===== src/rtl/alu_cmd_driver.sv =====
`default_nettype none
// alu_cmd_driver (rev 1.0): buffers ALU commands in a FIFO, issues each with a two-cycle valid window
// and returns result/flags as a response stream. Define ALU_CHECK_EN to add a reference-model checker.
module alu_cmd_driver #(
  parameter int WIDTH      = 8,
  parameter int OPCODE     = 3,
  parameter int FIFO_DEPTH = 4,
  parameter int CNT_WIDTH  = 16
) (
  input  logic                 clk,
  input  logic                 rst,
  input  logic                 cmd_valid,
  output logic                 cmd_ready,
  input  logic [WIDTH-1:0]     cmd_a,
  input  logic [WIDTH-1:0]     cmd_b,
  input  logic [OPCODE-1:0]    cmd_op,
  output logic [WIDTH-1:0]     alu_data_in1,
  output logic [WIDTH-1:0]     alu_data_in2,
  output logic [OPCODE-1:0]    alu_op_code,
  output logic                 alu_valid_data,
  input  logic [WIDTH-1:0]     alu_data_out,
  input  logic                 alu_carry_out,
  input  logic                 alu_zero_flag,
  input  logic                 alu_valid_flag,
  input  logic                 alu_slt_flag,
  output logic                 rsp_valid,
  input  logic                 rsp_ready,
  output logic [WIDTH-1:0]     rsp_data,
  output logic [3:0]           rsp_flags,
  output logic                 rsp_err,
  output logic                 rsp_mismatch,
  output logic                 chk_fail,
  output logic [CNT_WIDTH-1:0] issue_count
);

  localparam int AW = $clog2(FIFO_DEPTH);
  localparam int CW = OPCODE + 2 * WIDTH;
  localparam logic [OPCODE-1:0] OP_ILLEGAL = OPCODE'(5);
  localparam logic [AW:0]       FULL_CNT   = (AW + 1)'(FIFO_DEPTH);

  typedef enum logic [1:0] {IDLE, ISSUE, CAPTURE, RESPOND} state_t;
  state_t state, state_nxt;

  logic [CW-1:0]     mem [FIFO_DEPTH];
  logic [AW-1:0]     wr_ptr, rd_ptr;
  logic [AW:0]       count;
  logic              push, pop, full, empty;
  logic [OPCODE-1:0] head_op;
  logic [WIDTH-1:0]  head_a, head_b;

  assign full      = (count == FULL_CNT);
  assign empty     = (count == '0);
  assign cmd_ready = ~full;
  assign push      = cmd_valid & ~full;
  assign pop       = (state == IDLE) & ~empty;
  assign {head_op, head_a, head_b} = mem[rd_ptr];

  always_ff @(posedge clk) begin
    if (push) mem[wr_ptr] <= {cmd_op, cmd_a, cmd_b};
  end

  always_ff @(posedge clk or posedge rst) begin
    if (rst) begin
      wr_ptr <= '0;
      rd_ptr <= '0;
      count  <= '0;
    end else begin
      if (push) wr_ptr <= wr_ptr + 1'b1;
      if (pop)  rd_ptr <= rd_ptr + 1'b1;
      case ({push, pop})
        2'b10:   count <= count + 1'b1;
        2'b01:   count <= count - 1'b1;
        default: count <= count;
      endcase
    end
  end

  always_ff @(posedge clk or posedge rst) begin
    if (rst) state <= IDLE;
    else     state <= state_nxt;
  end

  always_comb begin
    state_nxt      = state;
    alu_valid_data = 1'b0;
    rsp_valid      = 1'b0;
    case (state)
      IDLE: begin
        if (!empty) state_nxt = (head_op == OP_ILLEGAL) ? RESPOND : ISSUE;
      end
      ISSUE: begin
        alu_valid_data = 1'b1;
        state_nxt      = CAPTURE;
      end
      CAPTURE: begin
        alu_valid_data = 1'b1;
        state_nxt      = RESPOND;
      end
      RESPOND: begin
        rsp_valid = 1'b1;
        if (rsp_ready) state_nxt = IDLE;
      end
      default: state_nxt = IDLE;
    endcase
  end

  // The ALU input registers double as the hold registers; illegal opcodes never reach them.
  always_ff @(posedge clk or posedge rst) begin
    if (rst) begin
      alu_data_in1 <= '0;
      alu_data_in2 <= '0;
      alu_op_code  <= '0;
      rsp_data     <= '0;
      rsp_flags    <= '0;
      rsp_err      <= 1'b0;
      issue_count  <= '0;
    end else begin
      if (pop) begin
        if (head_op == OP_ILLEGAL) begin
          rsp_err   <= 1'b1;
          rsp_data  <= '0;
          rsp_flags <= '0;
        end else begin
          alu_data_in1 <= head_a;
          alu_data_in2 <= head_b;
          alu_op_code  <= head_op;
        end
      end
      if (state == ISSUE) issue_count <= issue_count + 1'b1;
      if (state == CAPTURE) begin
        rsp_data  <= alu_data_out;
        rsp_flags <= {alu_slt_flag, alu_valid_flag, alu_zero_flag, alu_carry_out};
        rsp_err   <= 1'b0;
      end
    end
  end

`ifdef ALU_CHECK_EN
  logic [WIDTH:0] exp_full;
  logic           mismatch_now;

  always_comb begin
    exp_full = '0;
    case (alu_op_code)
      OPCODE'(0): exp_full = {1'b0, alu_data_in1} + {1'b0, alu_data_in2};
      OPCODE'(1): exp_full = {1'b0, alu_data_in1 - alu_data_in2};
      OPCODE'(2): exp_full = {1'b0, alu_data_in1 & alu_data_in2};
      OPCODE'(3): exp_full = {1'b0, alu_data_in1 | alu_data_in2};
      OPCODE'(4): exp_full = {1'b0, alu_data_in1 ^ alu_data_in2};
      OPCODE'(6): exp_full = {1'b0, alu_data_in1 << 1};
      OPCODE'(7): exp_full = {1'b0, alu_data_in2 << 1};
      default:    exp_full = '0;
    endcase
  end

  assign mismatch_now = (exp_full[WIDTH-1:0] != alu_data_out) | (exp_full[WIDTH] != alu_carry_out);

  always_ff @(posedge clk or posedge rst) begin
    if (rst) begin
      rsp_mismatch <= 1'b0;
      chk_fail     <= 1'b0;
    end else begin
      if (pop && head_op == OP_ILLEGAL) rsp_mismatch <= 1'b0;
      if (state == CAPTURE) begin
        rsp_mismatch <= mismatch_now;
        if (mismatch_now) chk_fail <= 1'b1;
      end
    end
  end
`else
  assign rsp_mismatch = 1'b0;
  assign chk_fail     = 1'b0;
`endif

endmodule
`default_nettype wire


===== config.mk =====
export PLATFORM = sky130hd
export DESIGN_NAME = alu_cmd_driver
export DESIGN_NICKNAME = d
export VERILOG_FILES = /design/src/rtl/alu_cmd_driver.sv
export SDC_FILE = /design/constraint.sdc
export NUM_CORES = 1
export LEC_CHECK = 0
export BUFFER_PORTS_ARGS = -buffer_cell sky130_fd_sc_hd__buf_2
export CORE_MARGIN = 8
export CORE_UTILIZATION = 50
export CTS_CLUSTER_DIAMETER = 30
export DETAILED_ROUTE_END_ITERATION = 8
export GPL_TIMING_DRIVEN = 0
export HOLD_SLACK_MARGIN = 0.06
export PLACE_DENSITY = 0.83
export SYNTH_ARGS = -nofsm -noshare
export SYNTH_HDL_FRONTEND = slang
export SYNTH_SLANG_ARGS = --single-unit

===== constraint.sdc =====
create_clock -name clk -period 2.1 [get_ports clk]
set_input_delay 0.315 -clock clk [delete_from_list [all_inputs] [get_ports clk]]
set_output_delay 0.315 -clock clk [all_outputs]
set_load 0.01 [all_outputs]

After elaboration in Yosys (flattened, before gate mapping):

Memories as Yosys holds them, arrays and structs flattened.
Cells that the tools add are included.
W data, S select, Z words.

* add/subtract/negate cells: 5
* multiply operators: 0
* divide/modulo/power cells: 0
* magnitude comparators: 0
* eq/ne operators: 9
* shift-type cells: 0
* mux-type cells: 18
* bitwise logic cells: 5
* reductions and logical operators: 9

Operators by type and width (number)
* $mux W8: 3
* $add A16 B1 Y16 const B: 1
* $mux W4: 3
* $pmux W2 S4: 1
* $mux W1: 7
* $eq A2 B2 Y1 const B: 3
* $eq A3 B3 Y1 const B: 2
* $mux W2: 3
* $pmux W3 S2: 1
* $reduce_and A2 Y1: 3
* $reduce_bool A2 Y1: 3
* $add A2 B1 Y2 const B: 2
* $eq A2 B1 Y1 const B: 2
* $ne A2 B2 Y1 const B: 2
* $add A3 B1 Y3 const B: 1
* $logic_not A3 Y1: 1
* $not A1 Y1: 3
* $sub A3 B1 Y3 const B: 1
* $and A1 B1 Y1: 2
* $logic_not A2 Y1: 1
* $reduce_or A2 Y1: 1

* register bits after elaboration: 57
* latch bits: 0
* bits in writable memories: 76
* ROM bits: 0
* input port bits: 35
* output and inout port bits: 53
* word-level logic and storage cells: 58
* memories kept: 1

Memories
* mem: words 4, width 19, rd ports 1, clocked after Yosys merged registers in 0, wr ports 1, RTL line 44 `logic [CW-1:0] mem [FIFO_DEPTH];`

Depth between registers and ports, before layout:

Gate-level depths: netlist (run 1).

* depth after elaboration: 5
* mapped depth: 10
* gate-level depth less buffers: 10

Least setup slack after synthesis (run 1):

Ideal clock, no wire load.

* kind: register -> register
* start point: reg count[0]
* end point: reg count[2]
* library setup time: 0.079 ns
* arrival time: 1.920 ns
* data required time: 2.021 ns
* slack: 0.101 ns
* stages on the path, launching flop included: 11
* path buffers: 0
* period minus slack after synthesis: 1.999 ns
* cell sequence: dfrtp_1 -> inv_1 -> nand3_1 -> and2_1 -> inv_1 -> ha_1 -> inv_1 -> fa_1 -> xor2_1 -> nor2_1 -> xor2_1

* cells in the longest elaborated chain, start to end: 5
* elaborated cells between the ends (all ways): 12
* those cells by class: 2 x add/sub; 3 x eq/ne; 1 x mux; 4 x bitwise; 2 x reduce/logical

Ends and longest elaborated chain
* from (decl): RTL line 46 `logic [AW:0] count;`
* from (signal assigned): RTL line 71 `2'b10: count <= count + 1'b1;`
* from (signal assigned): RTL line 72 `2'b01: count <= count - 1'b1;`
* from (signal assigned): RTL line 73 `default: count <= count;`
* $eq A3 B3 Y1 *: RTL line 51 `assign full = (count == FULL_CNT);`
* $not A1 Y1 *
* named net cmd_ready: RTL line 13 `output logic cmd_ready,`
* $and A1 B1 Y1 *: RTL line 54 `assign push = cmd_valid & ~full;`
* $eq A2 B1 Y1 or $eq A2 B2 Y1 (tied branches): RTL line 70 `case ({push, pop})`
* $pmux W3 S2 or $reduce_bool A2 Y1 (tied branches)

Mark *: on every way through the listed nets, which the timed path passes. The rest lies on a longest branch.
A chain may end at the register's enable or synchronous reset.

Final worst setup path (run 1):

* start point: reg rd_ptr[0]
* end point: reg alu_data_in2[5]

* cells in the longest elaborated chain, start to end: 4

Ends and longest elaborated chain
* from (decl): RTL line 45 `logic [AW-1:0] wr_ptr, rd_ptr;`
* from (signal assigned): RTL line 69 `if (pop) rd_ptr <= rd_ptr + 1'b1;`
* $mem_v2 Z4 W19 *
* $eq A3 B3 Y1: RTL line 119 `if (head_op == OP_ILLEGAL) begin`
* $not A1 Y1 (no line)
* $reduce_and A2 Y1 (no line)
* to (signal assigned): RTL line 111 `alu_data_in2 <= '0;`
* to (signal assigned): RTL line 125 `alu_data_in2 <= head_b;`
* to (decl): RTL line 18 `output logic [WIDTH-1:0] alu_data_in2,`

Mark *: on every way between the ends. The rest lies on a longest branch, timed or not.

==> key figures, run 1 <==
GRT
  – Met1 Track Usage GR: 19.3%
  – GR Util met3: 6.19%
  – Initial antenna violation count: 0
  – Grt met2 use: 28.4%
  – Largest net degree at the start of global routing: 42
  – First-pass GRT wire length: 18,500 microns
  – Total gr overflow: 0
  – Top Usage Layer GRT: met2
  – Vias in the first global route: 3,499
  – Gr usage total: 16.8%

Synthesis
  – Post-Synth XOR/XNOR Area: 3.46%
  – Synth cell count leaders: edfxtp_1 (76), dfrtp_1 (57), nand2_1 (31)
  – Post-synthesis sequential area ratio: 69.7%
  – Synth Area in Simple Gates: 6.23%
  – Cell taking the most area after synthesis: edfxtp_1
  – Largest family of logic cells by synthesized area: multiplexers
  – Number of synthesized flops with an enable pin: 76
  – YS warnings: 0
  – Main flop type after synthesis: edfxtp_1
  – Post-Synth Adder-Cell Area: 2.96%
  – Synth top area share: 42.9%
  – Multiplexer share of the synthesized area: 13.3%
  – Largest cells by area after synthesis: edfxtp_1 (43%), dfrtp_1 (27%), mux4_1 (4.4%)
  – FF+latch count, synth: 133
  – Synth Area in Compound Gates: 2.14%
  – Post-synthesis cell area: 5320 sq um
  – Syn Area/Cell: 16.8 sq um
  – Top-count cell post-synth: edfxtp_1
  – Syn Inst Count: 317
  – Unique cell type count in the Yosys netlist: 38
  – Post-synthesis async set-or-reset flop share: 42.9%

CTS
  – TritonCTS buffer count: 17
  – Clock Pin Slew Worst Setup and Hold Paths: 0.06 ns
  – Clock Tree Root: clkbuf_8
  – Clk_lat worst skew: 0.52 ns
  – CTS tree: yes
  – Clock Path Buffers: 2
  – # clock sinks: 133
  – H-tree depth: 4

STA
  – Worst hold slack: 0.164 ns
  – Final-report hold violation count: 0
  – FMAX: 496 MHz
  – Final Skew: 0.0108 ns
  – Setup violators final: 0
  – Final period utilization: 95.9%
  – Unrepaired setup endpoints after global routing: no
  – Least-Margin Pin Slew: 1.07 ns
  – Rel. slew slack: 28.9%
  – Minimum clock period after layout: 2.01 ns
  – Slew Limit Fails: 0

Floorplan
  – Row cnt: 37
  – Die width: 119 microns
  – Die ar.: 14,200 sq um
  – Core area: 10,300 sq um
  – Starting Density: 51.6%
  – Die H: 119 microns
  – I/O pin count: 88

Worst setup path
  – Worst R2R Setup Slack: 0.09 ns
  – Setup crit start: rd_ptr[0]
  – R2r endpoint: alu_data_in2[5]
  – CP max-delay cell: mux4_2
  – Worst setup EP type: register
  – Critical path arrival: 2.42 ns
  – Startpoint types: register
  – CP delay by family, top: multiplexers
  – Worst r2r path cells: 6
  – Reg-to-reg startpoint: rd_ptr[0]
  – Crit path to: alu_data_in2[5]
  – Critical Path Fanout Max: 10
  – Worst path depth: 6
  – CP Cell Sequence: buf_8, mux4_2, nand3b_4, nand2_4, buf_6, mux2_4
  – Buf+Inv Stages, Crit Path: 2
  – CP max stage delay: 0.57 ns
  – Critical Path RT: 2.50 ns
  – Setup Crit Path Kind: register to register

Drt
  – Via count: 3,188
  – Antenna-violating nets left: 0
  – DRT Pass-1 Iters: 5
  – Final WL: 11,500 microns
  – Via-to-Cell Ratio: 5.28
  – WL/cell: 19.1 microns
  – # DRC: 0
  – DR iter-0 viols: 305

Pwr
  – Comb power frac: 32.6%
  – Leak: 0.00294 uW
  – Seq pwr share: 38.1%
  – Power Total: 10,500 uW
  – P_int: 7180 uW
  – Maximum vdd ir drop: 0.000857 V
  – Clock power share: 29.3%
  – PD cells: 1520 nW/um^2
  – Sw frac: 31.7%
  – Switching Power: 3330 uW

Worst hold path
  – Worst hold path type: input pin to register
  – Hold Crit Depth: 3

Placed design
  – Final HPWL from detailed placement: 6820 microns
  – Area after DPL: 5940 sq um
  – GPL Wtd Cong: 0.823
  – Number of port buffers: 85

Cells and area
  – NumNets Final: 503
  – Area of the multi-input gates: 1540 sq um
  – Fillers: 691
  – P&R area growth vs syn: 30.3%
  – Post-route cell area: 6940 sq um
  – Layout cells sized above 1: 35.9%
  – Flip-flop and latch area: 3710 sq um
  – Antenna fix cells: 0

Run status
  – Status: finished, final reports clean

Run
  – Total of max-cap violations: 0
stage by stage:
stage	cells	TNS (ns)	setup WS [ns]	utilization, %
global route	604	0	0.00286	67.2
detailed placement	540	-1.55	-0.159	57.6
finish	604	0	0.0852	67.2
floorplan	318	0	0.101	-
CTS	603	0	0.0327	66.8
global placement	539	-21.87	-0.377	57.4
registers in the layout, indices dropped and copies added, names as in the netlist:
signal        flops
wr_ptr            2
count             3
issue_count      16
alu_data_in1      8
rsp_err           1
mem              76
rd_ptr            2
alu_data_in2      8
state             2
alu_op_code       3
rsp_data          8
rsp_flags         4
routing by layer:
layer	share of wire, %	up-vias
met1	40	1605
met2	51	123
li1	-	1450
met4	0.90	0
met3	8.4	10
met5	0	-
layout make-up:
class,count,area share (%)
clock inverters,14,2.89
inverters,14,0.830
well taps,136,2.45
multi-input cells,161,22.2
clock buffers,17,5.97
plain buffers,10,1.03
repair buffers,119,11.1
flip-flops and latches,133,53.5
cells in the final DEF, fill, tap and decap left out, types with 11 or more instances in the layout:
| master | n |
|---|---|
| dlygate4sd3_1 | 32 |
| mux4_2 | 11 |
| buf_2 | 86 |
| o21ai_0 | 14 |
| edfxtp_1 | 76 |
| clkbuf_16 | 16 |
| xnor2_1 | 12 |
| dfrtp_1 | 56 |
| nand2_1 | 31 |
worst min-delay path by stage:
stage,from,to,slack (ns)
CTS,cmd_valid,wr_ptr[0],0.14
global placement,issue_count[15],issue_count[15],0.45
floorplan,cmd_b[0],mem[0][0],0.41
finish,cmd_valid,wr_ptr[0],0.16
global route,cmd_valid,wr_ptr[0],0.17
detailed placement,rst,rsp_flags[1],0.35
kinds of logic (layout without fill, tap and decap cells):
| kind of cell | count (synthesis) | in the layout |
|---|---|---|
| multiplexers | 38 | 38 |
| adder cells (fa/ha/maj) | 12 | 12 |
| other | 1 | 2 |
| flip-flops | 133 | 133 |
| XOR/XNOR | 21 | 21 |
| buffers and inverters | 24 | 174 |
| AND/OR/NAND/NOR | 67 | 67 |
| AO/OA/AOI/OAI | 21 | 21 |
tightest hold or removal path: cells and delay by family:
kind	cells	cell delay [ns]
xor gates and xnor gates	1	0.06
buffers and inverters	1	0.11
and+or+nand+nor	1	0.16
timing repair:
item,CTS,global route
endpoints found under the hold margin,104,0
gates resized for setup,7,12
setup endpoints to repair,20,15
hold buffers,32,0
pin swaps,0,1
buffers inserted,0,1
power groups by stage:
| stage | Clock, uW | Sequential, uW | Combinational, uW |
|---|---|---|---|
| after floorplan | 0 | 4100 | 2060 |
| after global placement | 0 | 3960 | 3090 |
| after detailed placement | 0 | 4010 | 3220 |
| after CTS | 3110 | 3990 | 3330 |
| after global routing | 3210 | 4090 | 3750 |
| final | 3080 | 4010 | 3420 |
Note: power is estimated with default switching activity, not from simulation.
==> run 2, diff against run 1 <==
--- a/config.mk
+++ b/config.mk
@@ -8,2 +8,3 @@
 export BUFFER_PORTS_ARGS = -buffer_cell sky130_fd_sc_hd__buf_2
+export CORE_ASPECT_RATIO = 0.9
 export CORE_MARGIN = 8
==> constraint.sdc (replaced) <==
create_clock -name clk -period 2.1 [get_ports clk]
set_input_delay 0.21 -clock clk [delete_from_list [all_inputs] [get_ports clk]]
set_output_delay 0.21 -clock clk [all_outputs]
set_load 0.01 [all_outputs]
==> run 2 against run 1 <==
Maximum frequency is 0.35% higher. Utilization increased by 0.079 points. Critical path depth down 1. Via count is 0.66% lower. Count of clock-buffer cells in the layout up 3. Flip-flop and latch count unchanged. Global-route usage down 0.56 points. Clock skew decreased by 0.0022 ns. Die area about the same.
==> key figures, run 2 (same netlist as run 1, synthesis figures left out) <==
Cells and area
  – Fillers: 664
  – Max FFs per register: 76
  – Antenna fix cells: 0
  – Layout cells sized above 1: 35.7%
  – Flip-flop and latch area: 3710 sq um
  – Area of the multi-input gates: 1520 sq um
  – Post-route cell area: 6920 sq um
  – NumNets Final: 507
  – Largest regs: mem (76), issue_count (16)
  – Most frequent cells in the layout: buf_2 (86), edfxtp_1 (76), dfrtp_1 (56)
  – P&R area growth vs syn: 30.0%
  – Commonest non-fill, non-tap cell in the layout: buf_2
  – Biggest register: mem
  – Layout Cells excl Fill: 602

GRT
  – Total gr overflow: 0
  – Initial antenna violation count: 0
  – First-pass GRT wire length: 17,900 microns
  – Gr usage total: 16.2%
  – Largest net degree at the start of global routing: 44
  – Vias in the first global route: 3,463

STA
  – Rel. slew slack: 28.6%
  – Final WS setup: 0.0923 ns
  – Least-Margin Pin Slew: 1.07 ns
  – Final-report hold violation count: 0
  – Setup violators final: 0
  – Final Skew: 0.00859 ns
  – FMAX: 498 MHz
  – Minimum clock period after layout: 2.01 ns
  – Final period utilization: 95.6%
  – Unrepaired setup endpoints after global routing: yes
  – Slew Limit Fails: 0

Placed design
  – Cell Count Post-Placement: 533
  – Final HPWL from detailed placement: 6940 microns
  – Area after DPL: 5930 sq um
  – Place WS: -0.102 ns
  – Number of port buffers: 85
  – GPL Wtd Cong: 0.741

Drt
  – WL/cell: 18.4 microns
  – Via-to-Cell Ratio: 5.26
  – Via count: 3,167
  – DR iter-0 viols: 254
  – DRT Pass-1 Iters: 4
  – # DRC: 0
  – Antenna-violating nets left: 0
  – Final WL: 11,100 microns

Floorplan
  – Starting Density: 51.7%
  – Row cnt: 35
  – Core area: 10,300 sq um
  – I/O pin count: 88
  – Die H: 114 microns
  – Die ar.: 14,200 sq um
  – Die width: 125 microns

Worst setup path
  – Critical Path Fanout Max: 10
  – CP delay by family, top: multiplexers
  – Setup Crit Path Kind: register to register
  – Critical path arrival: 2.30 ns
  – Worst setup EP type: register
  – CP Cell Sequence: mux4_1, nand3b_4, nand2_4, buf_6, mux2_4
  – CP max stage delay: 0.59 ns
  – Startpoint types: register
  – CP max-delay cell: mux4_1
  – Buf+Inv Stages, Crit Path: 1
  – Critical Path RT: 2.39 ns

CTS
  – Clock Pin Slew Worst Setup and Hold Paths: 0.06 ns
  – Clk_lat worst skew: 0.41 ns
  – TritonCTS buffer count: 17
  – H-tree depth: 4
  – # clock sinks: 133
  – Clock Tree Root: clkbuf_16
  – CTS tree: yes
  – Clock Path Buffers: 2

Pwr
  – Power Total: 10,300 uW
  – Maximum vdd ir drop: 0.00108 V
  – Leak: 0.00296 uW
  – PD cells: 1490 nW/um^2

Worst hold path
  – Worst hold path type: input pin to register

Run status
  – Status: finished, final reports clean

Run
  – Total of max-cap violations: 0
==> run 2: cell count changes in the layout (fill, tap and decap cells not counted), sizes merged <==
cell    before  now
inv         18   15
buf         92   96
clkinv       5    7
clkbuf      22   25
bufinv       4    3
==> run 2: worst paths after layout <==
path	cells past startpoint	from	end	slack [ns]
max	5	rd_ptr[0]	alu_data_in2[7]	0.09
min	3	cmd_valid	wr_ptr[0]	0.16
max reg2reg	5	rd_ptr[0]	alu_data_in2[7]	0.09
min reg2reg	1	issue_count[15]	issue_count[15]	0.49
max in group asynchronous	4	rst	rd_ptr[0]	1.19
min in group asynchronous	3	rst	alu_data_in2[4]	0.34
==> run 2: worst reg2reg max path, cell delays in order (launching register included) <==
cell,delay [ns]
dfrtp_2,0.41
mux4_1,0.59
nand3b_4,0.21
nand2_4,0.15
buf_6,0.22
mux2_4,0.32
==> run 2: final cells by class <==
| type | count | area share [%] |
|---|---|---|
| inverter | 14 | 0.777 |
| clock inverter | 12 | 2.21 |
| multi-input combinational | 161 | 22.0 |
| buffer | 10 | 1.03 |
| tap | 129 | 2.33 |
| timing repair buffer | 123 | 11.6 |
| clock buffer | 20 | 6.45 |
| sequential | 133 | 53.6 |
==> run 2: metrics by stage <==
stage	util [%]	setup TNS, ns	hold slack [ns]
after global placement	57.5	-16.59	0.417
after CTS	66.7	0	0.148
after floorplan	-	0	0.309
after detailed placement	57.7	-0.978	0.201
after global routing	67.3	-0.00704	0.183
final	67.3	0	0.162
==> run 2: power by group <==
| group | leakage (uW) | internal, uW | switching (uW) |
|---|---|---|---|
| Clock | 0.000295 | 1900 | 1070 |
| Combinational | 0.00127 | 1630 | 1710 |
| Sequential | 0.00140 | 3590 | 409 |
==> run 2: repair_timing <==
action	CTS	global route
pin swaps	0	1
endpoints found under the setup margin	19	18
resized for setup	4	10
gates cloned	0	0
buffers inserted	1	4
endpoints found under the hold margin	102	0
hold buffers	32	0
==> run 2: layer usage <==
| layer | track usage (%) | up-vias | part of all wire, % |
|---|---|---|---|
| met4 | 6.74 | 0 | 1.6 |
| met1 | 18.5 | 1587 | 41 |
| met2 | 26.8 | 112 | 50 |
| li1 | - | 1453 | - |
| met5 | 0 | - | 0 |
| met3 | 6.49 | 15 | 7.3 |
==> run 3, diff against run 2 <==
CORE_UTILIZATION = 59   (was 50)
PLACE_DENSITY = 0.91   (was 0.83)
clock period = 2.4 ns   (was 2.1 ns; I/O delays follow)
==> run 3 against run 2 <==
Sequential share of layout area up 0.64 points. Hold slack worse by 0.0090 ns. Critical path depth up 1. First-iteration DRC count up 7.1%. Count of clock-buffer cells in the layout down 1.
==> key figures, run 3 (same netlist as run 1, synthesis figures left out) <==
Run status
  – Status: finished, final reports clean

Cells and area
  – Layout Cells excl Fill: 590
  – Most frequent cells in the layout: buf_2 (87), edfxtp_1 (76), dfrtp_1 (57)
  – Largest regs: mem (76), issue_count (16)
  – Flip-flop and latch area: 3710 sq um
  – Commonest non-fill, non-tap cell in the layout: buf_2
  – Biggest register: mem
  – Fillers: 523
  – Antenna fix cells: 0
  – Max FFs per register: 76
  – Area of the multi-input gates: 1500 sq um
  – NumNets Final: 502
  – P&R area growth vs syn: 28.5%
  – Layout cells sized above 1: 32.7%

STA
  – Unrepaired setup endpoints after global routing: no
  – Slew Limit Fails: 0
  – FMAX: 449 MHz
  – Minimum clock period after layout: 2.23 ns
  – Least-Margin Pin Slew: 1.04 ns
  – Rel. slew slack: 30.8%
  – Final WS setup: 0.173 ns
  – Setup TNS Final: 0 ns
  – Final period utilization: 92.8%
  – Final Skew: 0.0140 ns
  – Setup violators final: 0
  – Final-report hold violation count: 0

Drt
  – Met2 routed wirelength: 6000 microns
  – Met3 routed WL: 943 microns
  – Via-to-Cell Ratio: 5.41
  – Via count: 3,190
  – WL/cell: 19.7 microns
  – DR iter-0 viols: 272
  – Top layer reached by signal wires: met4
  – Wl on met1: 4560 microns
  – Antenna-violating nets left: 0
  – # DRC: 0
  – Final WL: 11,600 microns
  – DRT Pass-1 Iters: 6

Placed design
  – GPL Wtd Cong: 0.804
  – Final HPWL from detailed placement: 7060 microns
  – Cell Count Post-Placement: 526
  – Number of port buffers: 85
  – Place WS: 0.191 ns

CTS
  – Clock Path Buffers: 2
  – Clock Pin Slew Worst Setup and Hold Paths: 0.06 ns
  – Clk_lat worst skew: 0.52 ns
  – H-tree depth: 4
  – # clock sinks: 133
  – TritonCTS buffer count: 17
  – CTS tree: yes
  – Clock Tree Root: clkbuf_8
  – Post_cts resized: 0

Worst hold path
  – Worst hold path type: input pin to register

Worst setup path
  – Critical path arrival: 2.63 ns
  – CP max-delay cell: mux4_1
  – CP Cell Sequence: clkbuf_1, mux4_1, nand4b_1, buf_2, nand2_1, o21ai_0
  – Worst setup EP type: register
  – Startpoint types: register
  – Critical Path Fanout Max: 10
  – CP max stage delay: 0.48 ns
  – Setup Crit Path Kind: register to register
  – Critical Path RT: 2.81 ns

Pwr
  – Comb power frac: 32.1%
  – Seq pwr share: 39.2%
  – Leak: 0.00292 uW
  – Power Total: 8930 uW
  – Maximum vdd ir drop: 0.000700 V
  – PD cells: 1310 nW/um^2
  – Clock power share: 28.7%
  – P_int: 6100 uW
  – Sw frac: 31.7%
  – Switching Power: 2840 uW

Floorplan
  – Core area: 8960 sq um
  – Starting Density: 59.4%
  – I/O pin count: 88
  – Die H: 106 microns
  – Row cnt: 33
  – Die width: 116 microns
  – Die ar.: 12,300 sq um

GRT
  – Vias in the first global route: 3,435
  – Gr usage total: 20.1%
  – Largest net degree at the start of global routing: 41
  – First-pass GRT wire length: 18,300 microns
  – Total gr overflow: 0
  – Initial antenna violation count: 0

Run
  – Total of max-cap violations: 0
==> run 3: final timing paths <==
| path | from | endpoint | slack [ns] | cells after the start |
|---|---|---|---|---|
| setup / recovery | rd_ptr[1] | rsp_data[0] | 0.17 | 6 |
| min in group asynchronous | rst | alu_data_in2[2] | 0.30 | 3 |
| max in group asynchronous | rst | wr_ptr[0] | 1.52 | 4 |
| setup reg to reg | rd_ptr[1] | rsp_data[0] | 0.17 | 6 |
| hold reg to reg | issue_count[15] | issue_count[15] | 0.47 | 1 |
| hold / removal | cmd_valid | wr_ptr[0] | 0.15 | 3 |
==> run 3: through the flow <==
step	area, sq um	hold WS (ns)	util (%)
floorplan	5330	0.339	-
global placement	5900	0.447	65.9
detailed placement	5920	0.275	66.1
CTS	6840	0.133	76.3
global route	6840	0.155	76.3
finish	6840	0.153	76.3
==> run 3: critical path: cells and delay by family, from the launching register on <==
kind	cells	cell delay (ns)
buffers and inverters	2	0.73
DFF	1	0.36
AOI/OAI and AO/OA	1	0.22
muxes	1	0.48
and+or+nand+nor	2	0.33
==> run 3: metal layers <==
layer	up-vias	GRT usage (%)
li1	1449	-
met1	1600	23.2
met2	129	34.5
met3	12	6.46
met4	0	7.12
met5	-	0
==> run 3: cell type report <==
class | count | share of cell area [%]
Sequential cell | 133 | 54.2
Inverter | 14 | 0.769
Clock inverter | 13 | 2.51
Clock buffer | 19 | 6.17
Timing Repair Buffer | 118 | 11.2
Tap cell | 122 | 2.23
Buffer | 10 | 0.915
Multi-Input combinational cell | 161 | 22.0
==> run 3: power by group through the flow <==
stage	Clock [uW]	Combinational [uW]	Sequential, uW
after floorplan	0	1810	3590
after global placement	0	2680	3460
after detailed placement	0	2810	3510
after CTS	2600	2880	3480
after global routing	2700	3150	3570
final	2570	2870	3500
==> run 3: what timing repair did <==
| action | CTS | global route |
|---|---|---|
| hold endpoints to repair | 105 | 0 |
| setup buffers | 0 | 0 |
| hold buffers | 32 | 0 |
